===== config.mk =====
export PLATFORM = sky130hd
export DESIGN_NAME = aposta_tx
export DESIGN_NICKNAME = d
export VERILOG_FILES = /design/src/rtl/aposta_tx.sv
export SDC_FILE = /design/constraint.sdc
export NUM_CORES = 1
export LEC_CHECK = 0
export ABC_AREA = 1
export CORE_ASPECT_RATIO = 1.75
export CORE_MARGIN = 2
export CORE_UTILIZATION = 48
export CTS_BUF_LIST = sky130_fd_sc_hd__clkbuf_4 sky130_fd_sc_hd__clkbuf_8
export DETAILED_ROUTE_END_ITERATION = 7
export PLACE_DENSITY = 0.78
export SLEW_MARGIN = 40
export SYNTH_ARGS = -nofsm -noshare
export SYNTH_HDL_FRONTEND = slang
export SYNTH_SLANG_ARGS = --single-unit

===== constraint.sdc =====
create_clock -name clock -period 1.35 [get_ports clock]
set_clock_uncertainty 0.05 [all_clocks]
set_input_delay 0.135 -clock clock [delete_from_list [all_inputs] [get_ports clock]]
set_output_delay 0.135 -clock clock [all_outputs]
set_load 0.1 [all_outputs]

===== src/rtl/aposta_tx.sv =====
// Bet transmitter: latches NDIGITS BCD digits on start and replays them to the
// checker as timed insere strobes followed by a single fim_jogo strobe.
module aposta_tx #(
  parameter int NDIGITS = 5,
  parameter int GAP     = 1
) (
  input  logic                   clock,
  input  logic                   reset,
  input  logic                   start,
  input  logic                   cancela,
  input  logic [4*NDIGITS-1:0]   aposta,
  output logic                   ready,
  output logic                   busy,
  output logic [3:0]             numero,
  output logic                   insere,
  output logic                   fim_jogo,
  output logic                   done,
  output logic                   erro,
  output logic [7:0]             jogos
);

  localparam int W  = 4 * NDIGITS;
  localparam int IW = (NDIGITS > 2) ? $clog2(NDIGITS) : 1;
  localparam logic [IW-1:0] LAST_IDX = IW'(NDIGITS - 1);
  localparam logic [3:0]    GAP_LOAD = (GAP > 0) ? 4'(GAP - 1) : 4'd0;

  typedef enum logic [2:0] {
    S_IDLE = 3'd0,
    S_SEND = 3'd1,
    S_WAIT = 3'd2,
    S_FIM  = 3'd3,
    S_DONE = 3'd4
  } state_t;

  state_t        state_q;
  logic [W-1:0]  sr_q;
  logic [IW-1:0] idx_q;
  logic [3:0]    gap_q;
  logic [3:0]    numero_q;
  logic          insere_q;
  logic          fim_q;
  logic          done_q;
  logic          erro_q;
  logic          busy_q;
  logic [7:0]    jogos_q;

  logic          aposta_ok_d;
  logic          advance_d;

  function automatic logic all_bcd(input logic [W-1:0] v);
    logic ok;
    ok = 1'b1;
    for (int i = 0; i < NDIGITS; i++) begin
      if (v[4*i +: 4] > 4'd9) begin
        ok = 1'b0;
      end else begin
        ok = ok;
      end
    end
    return ok;
  endfunction

  // Bet validity and "gap elapsed, move to next strobe" decode
  always_comb begin
    aposta_ok_d = all_bcd(aposta);
    advance_d   = 1'b0;
    if (state_q == S_SEND) begin
      advance_d = (GAP == 0);
    end else if (state_q == S_WAIT) begin
      advance_d = (gap_q == 4'd0);
    end else begin
      advance_d = 1'b0;
    end
  end

  // Transmit FSM; strobes default low so every pulse lasts exactly one cycle
  always_ff @(posedge clock or posedge reset) begin
    if (reset) begin
      state_q  <= S_IDLE;
      sr_q     <= '0;
      idx_q    <= '0;
      gap_q    <= 4'd0;
      numero_q <= 4'd0;
      insere_q <= 1'b0;
      fim_q    <= 1'b0;
      done_q   <= 1'b0;
      erro_q   <= 1'b0;
      busy_q   <= 1'b0;
      jogos_q  <= 8'd0;
    end else begin
      insere_q <= 1'b0;
      fim_q    <= 1'b0;
      done_q   <= 1'b0;
      erro_q   <= 1'b0;
      case (state_q)
        S_IDLE, S_DONE: begin
          state_q  <= S_IDLE;
          numero_q <= 4'd0;
          if (start && !cancela) begin
            if (aposta_ok_d) begin
              state_q  <= S_SEND;
              numero_q <= aposta[W-1 -: 4];
              sr_q     <= {aposta[W-5:0], 4'd0};
              idx_q    <= '0;
              insere_q <= 1'b1;
              busy_q   <= 1'b1;
            end else begin
              erro_q <= 1'b1;
            end
          end else begin
            busy_q <= 1'b0;
          end
        end
        S_SEND, S_WAIT, S_FIM: begin
          if (cancela) begin
            state_q  <= S_IDLE;
            numero_q <= 4'd0;
            busy_q   <= 1'b0;
          end else if (state_q == S_FIM) begin
            state_q  <= S_DONE;
            numero_q <= 4'd0;
            done_q   <= 1'b1;
            busy_q   <= 1'b0;
            jogos_q  <= jogos_q + 8'd1;
          end else if (advance_d) begin
            // numero keeps the last digit through FIM so the checker can sample it
            if (idx_q == LAST_IDX) begin
              state_q <= S_FIM;
              fim_q   <= 1'b1;
            end else begin
              state_q  <= S_SEND;
              numero_q <= sr_q[W-1 -: 4];
              sr_q     <= {sr_q[W-5:0], 4'd0};
              idx_q    <= idx_q + IW'(1);
              insere_q <= 1'b1;
            end
          end else if (state_q == S_SEND) begin
            state_q <= S_WAIT;
            gap_q   <= GAP_LOAD;
          end else begin
            gap_q <= gap_q - 4'd1;
          end
        end
        default: begin
          state_q  <= S_IDLE;
          numero_q <= 4'd0;
          busy_q   <= 1'b0;
        end
      endcase
    end
  end

  assign busy     = busy_q;
  assign ready    = !busy_q;
  assign numero   = numero_q;
  assign insere   = insere_q;
  assign fim_jogo = fim_q;
  assign done     = done_q;
  assign erro     = erro_q;
  assign jogos    = jogos_q;

endmodule

Word-level counts from Yosys, hierarchy flattened
Index checks and enable logic that the tools add are counted.

word-level totals
  register bits = 47
  word-level logic and storage cells = 111
  output and inout port bits = 18

cells by class
  equal/unequal tests = 16
  bitwise logic cells = 3
  mux-type cells = 60
  $lt $le $gt $ge = 5
  reduce and logical (&&, ||, !) cells = 13
  add/subtract/negate cells = 3

operators with widths
  cell                                                                count
  20-bit 2-to-1 mux                                                   6
  20-bit one-hot mux with 2 select lines                              1
  1-bit 2-to-1 mux                                                    30
  3-bit 2-to-1 mux                                                    10
  4-bit 2-to-1 mux                                                    7
  4-bit greater-than comparator, second input constant                5
  2-bit != test, second input constant                                6
  3-bit one-hot mux with 2 select lines                               2
  8-bit by 1-bit adder with 8-bit output, second input constant       1
  4-bit != test, second input constant                                2
  4-bit one-hot mux with 2 select lines                               1
  7-bit AND reduction                                                 1
  3-bit by 2-bit == test with 1-bit output, second input constant     2
  3-bit == test, second input constant                                2
  3-bit != test, second input constant                                2
  5-bit != test, second input constant                                1
  4-bit logical NOT                                                   1
  1-bit one-hot mux with 2 select lines                               2
  2-bit AND reduction                                                 2
  4-bit AND reduction                                                 1
  4-bit by 1-bit subtractor with 4-bit output, second input constant  1
  3-bit by 1-bit adder with 3-bit output, second input constant       1
  3-bit by 1-bit == test with 1-bit output, second input constant     1
  3-bit logical NOT                                                   1
  other kinds (8)                                                     11

Depth between registers and ports, before layout
Gate-level depths: netlist (run 1).

  depth after elaboration = 9
  depth in mapped cells = 9

Worst setup path after synthesis (run 1)
Ideal clock, no wire load.

  path type = flip-flop to flip-flop
  from = register busy (netlist name)
  to = register busy_q (netlist: busy)
  cell stages (with the launch flop) = 3
  library setup time = 0.102 ns
  arrival = 1.886 ns
  buffers on the path = 0
  setup slack = -0.688 ns
  path through = dfrtp_1 > inv_1 > a22oi_1

RTL lines
  element                 line  RTL
  end signal: assignment  88    busy_q <= 1'b0;
  end signal: assignment  106   busy_q <= 1'b1;
  end signal: assignment  111   busy_q <= 1'b0;
  end: declaration        44    logic busy_q;

Final worst setup path (run 1)
  from = register state_q[0]
  to = register sr_q[11]

on the way
  cells in the longest elaborated chain, start to end = 5
  elaborated cells on any way between the ends = 18
  those cells by class = eq/ne (10); mux (3); reduce/logical (5)

ends and longest elaborated chain
  element                                   line    RTL
  start: declaration                        35      state_t state_q;
  start signal: assignment                  79      state_q <= S_IDLE;
  start signal: assignment                  97      state_q <= S_IDLE;
  start signal: assignment                  101     state_q <= S_SEND;
  3-bit by 2-bit == test with 1-bit output  69, 95
  1-bit 2-to-1 mux                          69      end else if (state_q == S_WAIT) begin
  1-bit 2-to-1 mux                          67      if (state_q == S_SEND) begin
  2-bit != test (no line)                   n/a
  7-bit AND reduction (no line)             n/a
  end signal: assignment                    103     sr_q <= {aposta[W-5:0], 4'd0};
  end signal: assignment                    133     sr_q <= {sr_q[W-5:0], 4'd0};
  end: declaration                          36      logic [W-1:0] sr_q;

Parallel ways exist; a longest one is shown, timed or not.
A chain may end at the register's enable or synchronous reset.

==> results of run 1 <==
per-stage QoR:
step | hold WS (ns) | utilization, % | instance area [µm²] | TNS (ns) | setup WS [ns]
4_1_cts | 0.1602 | 80.37 | 3336 | -1.429 | -0.08592
6_report | 0.1413 | 85.44 | 3546 | -3.329 | -0.1919
3_3_place_gp | 0.4412 | 74.50 | 3092 | -4.838 | -0.2023
2_1_floorplan | 0.2116 | - | 2181 | -1.751 | -0.1882
5_1_grt | 0.1895 | 85.44 | 3546 | -5.662 | -0.2390
3_5_place_dp | 0.4459 | 74.50 | 3092 | -5.274 | -0.2367
flip-flops by register name, summed over array words and instances (netlist names):
signal and count:
done 1, fim_jogo 1, gap_q 4, idx_q 3
jogos 8, erro 1, numero 4, state_q 3
busy 1, sr_q 16, insere 1
per-layer routing:
metal | vias to the layer above | GRT usage [%]
met5 | - | 0
met4 | 0 | 6.624
met3 | 17 | 4.934
met2 | 52 | 47.97
met1 | 984 | 28.95
li1 | 958 | -
power groups by stage:
| stage | combinational, mW | clock, mW | sequential, mW |
|---|---|---|---|
| after floorplan | 0.539 | 0 | 1.69 |
| after global placement | 0.996 | 0 | 1.65 |
| after detailed placement | 1.04 | 0 | 1.67 |
| after CTS | 1.15 | 1.03 | 1.65 |
| after global routing | 1.39 | 1.09 | 1.68 |
| final | 1.28 | 1.02 | 1.66 |
repair_timing:
action,in CTS,in global routing
resized for setup,22,28
buffers inserted,5,10
gates cloned,1,2
pin swaps,13,10
endpoints found under the hold margin,0,0
setup endpoints to repair,30,39
path summary, 6_finish.rpt:
kind,start,end,cells past startpoint
max,state_q[0],sr_q[11],7
min reg2reg,jogos[5],jogos[5],1
min,reset,done,3
min in group clock,aposta[0],sr_q[4],3
max in group asynchronous,reset,busy,3
max reg2reg,state_q[0],sr_q[11],7
placed cells by master (no fill, tap or decap), types with 2 or more instances in the layout:
cell type,count
nand2_1,53
buf_4,36
dfrtp_1,35
inv_1,26
clkdlybuf4s50_1,23
buf_12,22
nand2_2,16
o21ai_0,14
o21ai_1,12
nor2_1,9
buf_6,9
inv_2,8
nand3_2,7
nand4_1,6
xnor2_1,5
dfrtp_4,5
clkbuf_8,5
nor2_4,4
nor2_2,4
nand2_8,4
xor2_1,4
nand3_4,3
nand3_1,3
dfrtp_2,3
o21ai_2,2
o22ai_1,2
nor3_4,2
ha_1,2
ha_4,2
clkbuf_4,2
worst max-delay path: cells and delay by family (launching register included):
family	cells	cell delay (ns)
DFF	1	0.42
and+or+nand+nor	5	0.71
buffers and inverters	1	0.17
AOI/OAI and AO/OA	1	0.10
logic make-up after synthesis:
group                    Yosys count  synth area share, %
flip-flops                        43                51.31
adder cells (fa/ha/maj)            4                2.387
AND/OR/NAND/NOR                  110                24.70
multiplexers                       1               0.4773
XOR/XNOR                           9                3.759
buffers and inverters             40                8.413
AO/OA/AOI/OAI                     35                8.950
layout make-up:
type / count / share of cell area, %
well taps: 49 / 1.729
flip-flops and latches: 43 / 30.98
clock buffers: 7 / 2.364
multi-input cells: 162 / 30.70
repair buffers: 90 / 29.39
clock inverters: 1 / 0.8469
inverters: 36 / 3.987
==> results_dict.tcl, run 1 <==
set metrics [dict create \
    violations "setup timing" \
    max_freq_mhz 648.5 \
    synth_flop_cell "dfrtp_1" \
    dr.max_layer_used "met4" \
    grt_overflow 0 \
    dr_wl_met3_um 167 \
    clk_latency_ns 0.30 \
    nFillCells 198 \
    synth_top_area_cell "dfrtp_1" \
    switchingPower_mw 1.193 \
    dr.pass1.iters 4 \
    wire_per_inst_um 16.21 \
    multi_input_area_mm2 0.001089 \
    p_int_mw 2.776 \
    seqCellArea_mm2 0.001099 \
    synth_edf_count 0 \
    grt_util_all_layers_pct 26.13 \
    p_total_mw 3.969 \
    start_util_pct 50.53 \
    fp.dieArea_mm2 0.004934 \
    synthesis.area_mm2 0.002097 \
    drcViolationCount 0 \
    clockBufferDepth 2 \
    syn-num-nets 270 \
    routed_wl_um 6289 \
    grt_pass1_wl_um 9425 \
    pwr-share-seq_pct 41.9 \
    avgViaCountPerCell 5.183 \
    clk_pin_slew_worst_paths_ns 0.08 \
    switching_share_pct 30.06 \
    cts-hold-fix-buffers 0 \
    antenna_found_initial 0 \
    setup_ws_ns -0.1919 \
    post-synth-top-count-cell "nand2_1" \
    via_count 2011 \
    synthTopCellsByArea "dfrtp_1, nand2_1, o21ai_0" \
    rows 31 \
    cts_buffers 5 \
    yosysWarnings 0 \
    crit_chain "or2_4 > nor2_4 > nand3_4 > buf_12 > nand2_8 > nand2_1 > o21ai_1" \
    instances_no_fill 388 \
    p_leak_nw 1.725 \
    drt_iter0_markers 89 \
    synth.distinct_cells 27 \
    critPathCaptureType "register" \
    maxSlewViolCount 0 \
    final-setup-viol-count 31 \
    cts_sinks 43 \
    cts_tree "built" \
    path_class "reg2reg" \
    gp_congestion 0.8162 \
    core_area_mm2 0.004150 \
    crit_slowest_cell "dfrtp_1" \
    critPathMaxStageDelay_ns 0.42 \
    port_buffers 41 \
    synth_commonest_cells "nand2_1, dfrtp_1, inv_1" \
    dr_wl_met2_um 3754 \
    hp-class "in2async" \
    htree_levels 2 \
    syn_to_final_growth_pct 69.09 \
    die_w_um 53.97 \
    io_pins 42 \
    required_ns 1.53 \
    finalCritPeriodShare_pct 114.2 \
    drtAntennaViolNets 0 \
    slew_headroom_pct 76.06 \
    arrival_ns 1.72 \
    syn_avg_cell_area_um2 8.665 \
    synth_top_cell_area_share_pct 51.31 \
    async_reset_ff_share_pct 100.0 \
    dp_hpwl_um 3538 \
    cts-root-buf "clkbuf_8" \
    synth_cells 242 \
    grt_start_max_net_pins 44 \
    die_y_um 91.44 \
    synth_seq_area_share_pct 51.31 \
    worstMarginPinSlew_ns 0.3553 \
    start_kind "register" \
    fin_crit_ns 1.542 \
    layout-drive-gt1-share_pct 41.89 \
    post-place-cells 363 \
    grt_pass1_vias 2034 \
    met1_length_um 2185 \
    power_frac_comb_pct 32.3 \
    final_nets 366 \
    antenna_cells 0 \
    rrSetupSlack_ns -0.19 \
    rsz0062_at_grt "true" \
    finalHoldViolCount 0 \
    status "finished, violations left" \
    cap_violations 0 \
    worstPathMaxFanout 7 \
    p_per_area_mw_per_mm2 1119 \
    ir_drop_mv 1.403 \
    clkPwrFrac_pct 25.8 \
    synth_seq_cells 43 \
]
Note: power is estimated with default switching activity, not from simulation.
==> inputs of run 2 (changes only) <==
--- a/config.mk
+++ b/config.mk
@@ -16,3 +16,4 @@
 export SYNTH_ARGS = -nofsm -noshare
 export SYNTH_HDL_FRONTEND = slang
 export SYNTH_SLANG_ARGS = --single-unit
+export TNS_END_PERCENT = 100
==> results of run 2 <==
Same layout as run 1: the final DEF is identical, and so are final timing and power.
==> inputs of run 3 (changes only) <==
--- a/config.mk
+++ b/config.mk
@@ -11,6 +11,7 @@
 export CORE_UTILIZATION = 48
 export CTS_BUF_LIST = sky130_fd_sc_hd__clkbuf_4 sky130_fd_sc_hd__clkbuf_8
 export DETAILED_ROUTE_END_ITERATION = 7
+export HOLD_SLACK_MARGIN = 0.15
 export PLACE_DENSITY = 0.78
 export SLEW_MARGIN = 40
 export SYNTH_ARGS = -nofsm -noshare
==> results of run 3 <==
Same layout as run 1: the final DEF is identical, and so are final timing and power.
